===== config.mk =====
export PLATFORM = sky130hd
export DESIGN_NAME = wb_bus_ctl
export DESIGN_NICKNAME = d
export VERILOG_FILES = /design/src/rtl/wb_bus_ctl.sv
export SDC_FILE = /design/constraint.sdc
export NUM_CORES = 1
export LEC_CHECK = 0
export BUFFER_PORTS_ARGS = -buffer_cell sky130_fd_sc_hd__buf_2
export CORE_UTILIZATION = 46
export CTS_CLUSTER_DIAMETER = 30
export DETAILED_ROUTE_END_ITERATION = 10
export GPL_TIMING_DRIVEN = 0
export PLACE_DENSITY = 0.79
export SLEW_MARGIN = 10
export SYNTH_ARGS = -nofsm -noshare
export SYNTH_HDL_FRONTEND = slang
export SYNTH_SLANG_ARGS = --single-unit

===== constraint.sdc =====
create_clock -name clk -period 1.9 [get_ports clk]
set_input_delay 0 -clock clk [delete_from_list [all_inputs] [get_ports clk]]
set_output_delay 0 -clock clk [all_outputs]
set_load 0.03 [all_outputs]

===== src/rtl/wb_bus_ctl.sv =====
// Shares one classic Wishbone bus between the fetch (I) and data (D) ports.
// Round-robin arbitration, single cycles, no-ack timeout, registered read data.
module wb_bus_ctl #(
  parameter int TIMEOUT = 255,
  parameter int TO_W    = 8
) (
  input  logic        clk,
  input  logic        rst,
  input  logic        i_req,
  input  logic [31:0] i_addr,
  output logic [31:0] i_rdata,
  output logic        i_done,
  output logic        i_err,
  input  logic        d_req,
  input  logic        d_we,
  input  logic [3:0]  d_be,
  input  logic [31:0] d_addr,
  input  logic [31:0] d_wdata,
  output logic [31:0] d_rdata,
  output logic        d_done,
  output logic        d_err,
  output logic        wb_cyc_o,
  output logic        wb_stb_o,
  output logic        wb_we_o,
  output logic [3:0]  wb_sel_o,
  output logic [31:0] wb_adr_o,
  output logic [31:0] wb_dat_o,
  input  logic [31:0] wb_dat_i,
  input  logic        wb_ack_i,
  input  logic        wb_err_i,
  output logic        pause_o
);

  typedef enum logic [1:0] {
    S_IDLE,
    S_ACCESS,
    S_RESP
  } state_t;

  localparam logic [TO_W-1:0] TO_LAST = TO_W'(TIMEOUT - 1);

  state_t          r_state;
  state_t          w_next;
  logic            r_last_d;
  logic            r_gnt_d;
  logic [31:0]     r_adr;
  logic [31:0]     r_dat;
  logic            r_we;
  logic [3:0]      r_sel;
  logic [TO_W-1:0] r_cnt;
  logic            r_err;
  logic [31:0]     r_i_rdata;
  logic [31:0]     r_d_rdata;
  logic            w_grant;
  logic            w_pick_d;
  logic            w_to;

  assign w_to = (r_cnt == TO_LAST);

  always_comb begin
    w_next   = r_state;
    w_grant  = 1'b0;
    w_pick_d = 1'b0;
    unique case (r_state)
      S_IDLE: begin
        if (i_req | d_req) begin
          w_grant  = 1'b1;
          // D wins a tie unless it was the last port served
          w_pick_d = d_req & (~i_req | ~r_last_d);
          w_next   = S_ACCESS;
        end
      end
      S_ACCESS: begin
        if (wb_err_i | wb_ack_i | w_to)
          w_next = S_RESP;
      end
      S_RESP:  w_next = S_IDLE;
      default: w_next = S_IDLE;
    endcase
  end

  always_ff @(posedge clk or negedge rst) begin
    if (!rst) begin
      r_state   <= S_IDLE;
      r_last_d  <= 1'b0;
      r_gnt_d   <= 1'b0;
      r_adr     <= '0;
      r_dat     <= '0;
      r_we      <= 1'b0;
      r_sel     <= '0;
      r_cnt     <= '0;
      r_err     <= 1'b0;
      r_i_rdata <= '0;
      r_d_rdata <= '0;
    end else begin
      r_state <= w_next;
      if (w_grant) begin
        r_gnt_d  <= w_pick_d;
        r_last_d <= w_pick_d;
        r_adr    <= w_pick_d ? d_addr : i_addr;
        r_dat    <= w_pick_d ? d_wdata : 32'h0;
        r_we     <= w_pick_d & d_we;
        r_sel    <= w_pick_d ? d_be : 4'hF;
        r_cnt    <= '0;
        r_err    <= 1'b0;
      end
      if (r_state == S_ACCESS) begin
        if (wb_err_i) begin
          r_err <= 1'b1;
        end else if (wb_ack_i) begin
          if (!r_we) begin
            if (r_gnt_d) r_d_rdata <= wb_dat_i;
            else         r_i_rdata <= wb_dat_i;
          end
        end else if (w_to) begin
          r_err <= 1'b1;
        end else begin
          r_cnt <= r_cnt + 1'b1;
        end
      end
    end
  end

  assign wb_cyc_o = (r_state == S_ACCESS);
  assign wb_stb_o = (r_state == S_ACCESS);
  assign wb_we_o  = r_we;
  assign wb_sel_o = r_sel;
  assign wb_adr_o = r_adr;
  assign wb_dat_o = r_dat;

  assign i_done  = (r_state == S_RESP) & ~r_gnt_d;
  assign d_done  = (r_state == S_RESP) & r_gnt_d;
  assign i_err   = i_done & r_err;
  assign d_err   = d_done & r_err;
  assign i_rdata = r_i_rdata;
  assign d_rdata = r_d_rdata;

  assign pause_o = (i_req & ~i_done) | (d_req & ~d_done);

endmodule


---- After elaboration in Yosys (flattened, before gate mapping) ----
Index checks and enable logic that the tools add are counted.
operators by class
  add/sub/neg operators ................... 1
  reductions and logical operators ........ 4
  bitwise operators ....................... 19
  multiplexer cells ....................... 20
  equal/unequal tests ..................... 5
operator list
  cell                   count
  $mux W32               2
  $mux W8                5
  $reduce_and A5 Y1      2
  $mux W1                9
  $add A8 B1 Y8 const B  1
  $and A1 B1 Y1          8
  $eq A8 B8 Y1 const B   1
  $not A1 Y1             6
  $or A1 B1 Y1           5
  $mux W2                2
  $mux W4                1
  $pmux W2 S2            1
  $eq A2 B1 Y1 const B   1
  $eq A2 B2 Y1 const B   1
  $logic_not A2 Y1       1
  $ne A2 B1 Y1 const B   1
  $ne A2 B2 Y1 const B   1
  $reduce_and A2 Y1      1
storage, ports and cells
  output and inout port bits .............. 140
  register bits ........................... 145
  logic and storage cells ................. 59
  input port bits ......................... 139

---- Logic depth before layout (Yosys ltp) ----
  depth in word-level cells ............... 8
  gate-level depth with buffers ........... 6
  gate-level depth less buffers ........... 6

---- Worst setup path before layout ----
Ideal clock, no wire load.
  path kind ............................... flip-flop to output port
  start ................................... reg r_state[1]
  end ..................................... out pause_o
  arrival time ............................ 1,737 ps
  slack ................................... 163 ps
  cell stages (with the launch flop) ...... 3
  required time ........................... 1,900 ps
  path buffers ............................ 0
  cell sequence ........................... dfrtp_1 nor3b_1 o22ai_1
between the ends
  word-level cells in the longest chain between the ends .. 5
  elaborated cells on any way between the ends .. 8
  those cells by class .................... eq/ne (1); bitwise (7)
ends and longest elaborated chain
  item                      line  text
  start: declaration        42    state_t r_state;
  start signal: assignment  96    r_state <= w_next;
  $eq A2 B2 Y1              131   assign i_done = (r_state == S_RESP) & ~r_gnt_d;
  $and A1 B1 Y1             131
  via i_done                12    output logic i_done,
  $not A1 Y1                138   assign pause_o = (i_req & ~i_done) | (d_req & ~d_done);
  $and A1 B1 Y1             138
  $or A1 B1 Y1              138
  end: declaration          31    output logic pause_o
The timed path passes the listed nets, and every way through them passes these cells.

---- Worst setup path in the final report ----
  start ................................... reg r_state[1]
  end ..................................... reg r_i_rdata[8] (netlist: i_rdata[8])
between the ends
  word-level cells in the longest chain between the ends .. 2
ends and longest elaborated chain
  item                                line  text
  $eq A2 B1 Y1                        107   if (r_state == S_ACCESS) begin
  $reduce_and A5 Y1 (no source line)  -
  end signal: assignment              113   else r_i_rdata <= wb_dat_i;
  end: declaration                    52    logic [31:0] r_i_rdata;
No other way between the ends.
A chain may end at the register's enable or synchronous reset.

==> metrics.txt <==
H-tree Lvls 4; DR pass1 iterations 7; mean post-synth cell area ~12 sq um; CP endpoint kind register; CP Class register to register; CTS tree done; Layout fillers 711; Cells after DPL 911; most frequent cell after synthesis dfrtp_1; vias per inst ~5.4; critical path's slowest cell dfrtp_1; sequential fraction of the synthesis area 0.626; die area 13,100 sq um; Req. time, crit path about 2.2 ns; Clk Latency, worst-skew pair 0.41 ns; met3 Use GR 0.133; final cell count without fillers approximately 1,100; gr ovfl total 0; Setup violations, final 0; CP arrival 2.12 ns; Initial Util 0.477; clock-pin slew on the worst setup and hold paths ~0.06 ns; clock power share 0.184; Num CTS Buffers 17; CP top delay family simple AND/OR/NAND/NOR gates; worst reg2reg path endpoint i_rdata[8]; area leader, netlist dfrtp_1; root buf cell clkbuf_16; vias in the first global route between 6,000 and 7,000; row count 40; Worst-Margin Slew 0.789 ns; Finished Cell Area 9380 sq um; Reg2Reg Setup Slack a little under 0.06 ns; largest net degree at the start of global routing 87; Setup crit end i_rdata[8]; core area between 10,000 and 15,000 sq um; unrepaired setup endpoints after global routing true; Syn. warnings 0; most frequent cells after synthesis dfrtp_1 (145), nand2_1 (69), mux2_2 (63); antenna violations before repair 3; layout cells sized above 1 0.444; pre-CTS setup slack between 0.04 and 0.05 ns; grt peak-use layer met2; met2 usage 0.535; Vias between 5,000 and 6,000; gr usage total 0.325; nets@finish 1,042; CTS sink count roughly 150; number of max-cap violations 0; P_int 9.10 mW; cell count along the critical path 5; GPL Wtd Cong around 0.86; WL per Instance ~19 microns; Final period util 0.969; CP Buf/Inv Count 1; EDFF count, synth 0; final hold vios 0; Final Max Tran Viols 0; # port buffers about 280; Reg2Reg Launch Point r_state[1]; post-synthesis cell count 464; global-route wire length before repair between 30 and 40 mm; Tmin final around 1.8 ns; switching power total between 7 and 8 mW; outcome completed; Worst Reg-to-Reg Cells 5; top_reg_cell synth dfrtp_1; CP Cell Sequence nor2b_4 -> nand3_1 -> nor2_4 -> buf_4 -> mux2_2; Yosys cell types 39; P_leak roughly 4.7 nW; post-route ant nets 0; VDD IR max 1.11 mV; sequential share of power 0.331; Final WS setup between 0.05 and 0.06 ns; number of synthesized register bits approximately 150; Worst setup startpoint r_state[1]; Iteration-0 DRC Markers 392; largest cells by area after synthesis dfrtp_1 (63%), mux2_2 (12%), a22o_1 (5.1%), nand2_1 (4.5%), a31oi_1 (3.6%); pwr dens 1770 nW/um^2; Fin Clk Skew ~0.0098 ns; switching share of power 0.452; setup TNS 0 ns; area grow syn2layout 61.8%; Slowest Stage Delay on Critical Path 0.47 ns; Fmax between 500 and 600 MHz; top-area cell type share of the netlist area 0.626; combinational share of power 0.485; Synth Net Count 605; Post-DP HPWL about 12 mm; worst hold slack between 0.15 and 0.2 ns; met1 Usage GRT 0.344; CP Max Fanout 10; Max transition margin 0.474; Cell Area, Synth around 5800 sq um; Post-Route WL a little over 20 mm; Hold/Removal Path Class primary input to register; clk buf depth 2; die height between 100 and 150 microns; fraction of registers with async set/reset 1.00; area post-placement roughly 7400 sq um; IO Pins 279; CP Launch Type register; Die W between 100 and 150 microns; Post-route DRC 0
[layer usage]
metal	routed length (microns)	vias up
li1	-	2522
met1	7430	2765
met2	10100	374
met3	1640	132
met4	1300	2
met5	13	-
[metrics by stage]
stage	util	total power [mW]
3_5_place_dp	0.611	12.9
5_1_grt	0.771	17.3
2_1_floorplan	-	10.4
3_3_place_gp	0.608	12.6
4_1_cts	0.768	16.3
6_report	0.772	16.6
[state kept, by name, indices dropped and copies added (netlist names)]
name / cells
d_rdata: 32
i_rdata: 32
r_cnt: 8
r_err: 1
r_gnt_d: 1
r_state: 2
wb_adr_o: 32
wb_dat_o: 32
wb_sel_o: 4
wb_we_o: 1
[power by group through the flow]
| stage | clock [mW] | combinational (mW) | sequential, mW |
|---|---|---|---|
| after floorplan | 0 | 2.36 | 8.08 |
| after global placement | 0 | 7.37 | 5.27 |
| after detailed placement | 0 | 7.56 | 5.36 |
| after CTS | 3.13 | 7.81 | 5.35 |
| after global routing | 3.25 | 8.43 | 5.62 |
| final | 3.06 | 8.04 | 5.49 |
[worst min path at each step]
stage,start,slack (ns),endpoint,cells after the start
floorplan,rst,-0.30,d_rdata[0],0
global route,d_req,0.16,wb_adr_o[1],4
detailed placement,rst,0.12,wb_dat_o[14],1
CTS,d_req,0.12,wb_adr_o[2],4
finish,d_req,0.15,wb_adr_o[2],4
global placement,d_be[0],0.21,wb_sel_o[0],2
[worst reg2reg max path: stages, from the launching register on]
cell and delay [ns]:
dfrtp_1 0.47, nor2b_4 0.24, nand3_1 0.15, nor2_4 0.23
buf_4 0.25, mux2_2 0.38
[cell families after synthesis]
logic type | Yosys count | synth area share
compound gates | 90 | 0.116
buf+inv | 33 | 0.0300
simple gates | 130 | 0.0999
fa+ha+maj | 2 | 0.00432
flops | 145 | 0.626
mux | 64 | 0.124
[cell type report]
| type | instances | area (sq um) | share of cell area |
|---|---|---|---|
| Antenna cell | 2 | 5.00 | 0.000533 |
| Buffer | 29 | 168 | 0.0179 |
| Clock buffer | 26 | 519 | 0.0553 |
| Clock inverter | 4 | 25.0 | 0.00267 |
| Inverter | 4 | 15.0 | 0.00160 |
| Multi-Input combinational cell | 286 | 2000 | 0.213 |
| Sequential cell | 145 | 3630 | 0.387 |
| Tap cell | 168 | 210 | 0.0224 |
| Timing Repair Buffer | 418 | 2810 | 0.299 |
[layout by cell type (no fill, tap or decap), types with 10 or more instances in the layout]
| cell | count |
|---|---|
| buf_2 | 286 |
| dfrtp_1 | 145 |
| dlygate4sd3_1 | 136 |
| nand2_1 | 69 |
| mux2_2 | 63 |
| a22o_1 | 34 |
| nor2_1 | 34 |
| a31oi_1 | 33 |
| clkbuf_16 | 17 |
| buf_4 | 10 |
| clkbuf_1 | 10 |
[repair_timing]
action | CTS | global route
setup buffers | 0 | 3
resized for setup | 0 | 9
hold endpoints to repair | 221 | 0
setup endpoints to repair | 0 | 72
hold buffers | 136 | 0
(Power assumes the default switching activity.)
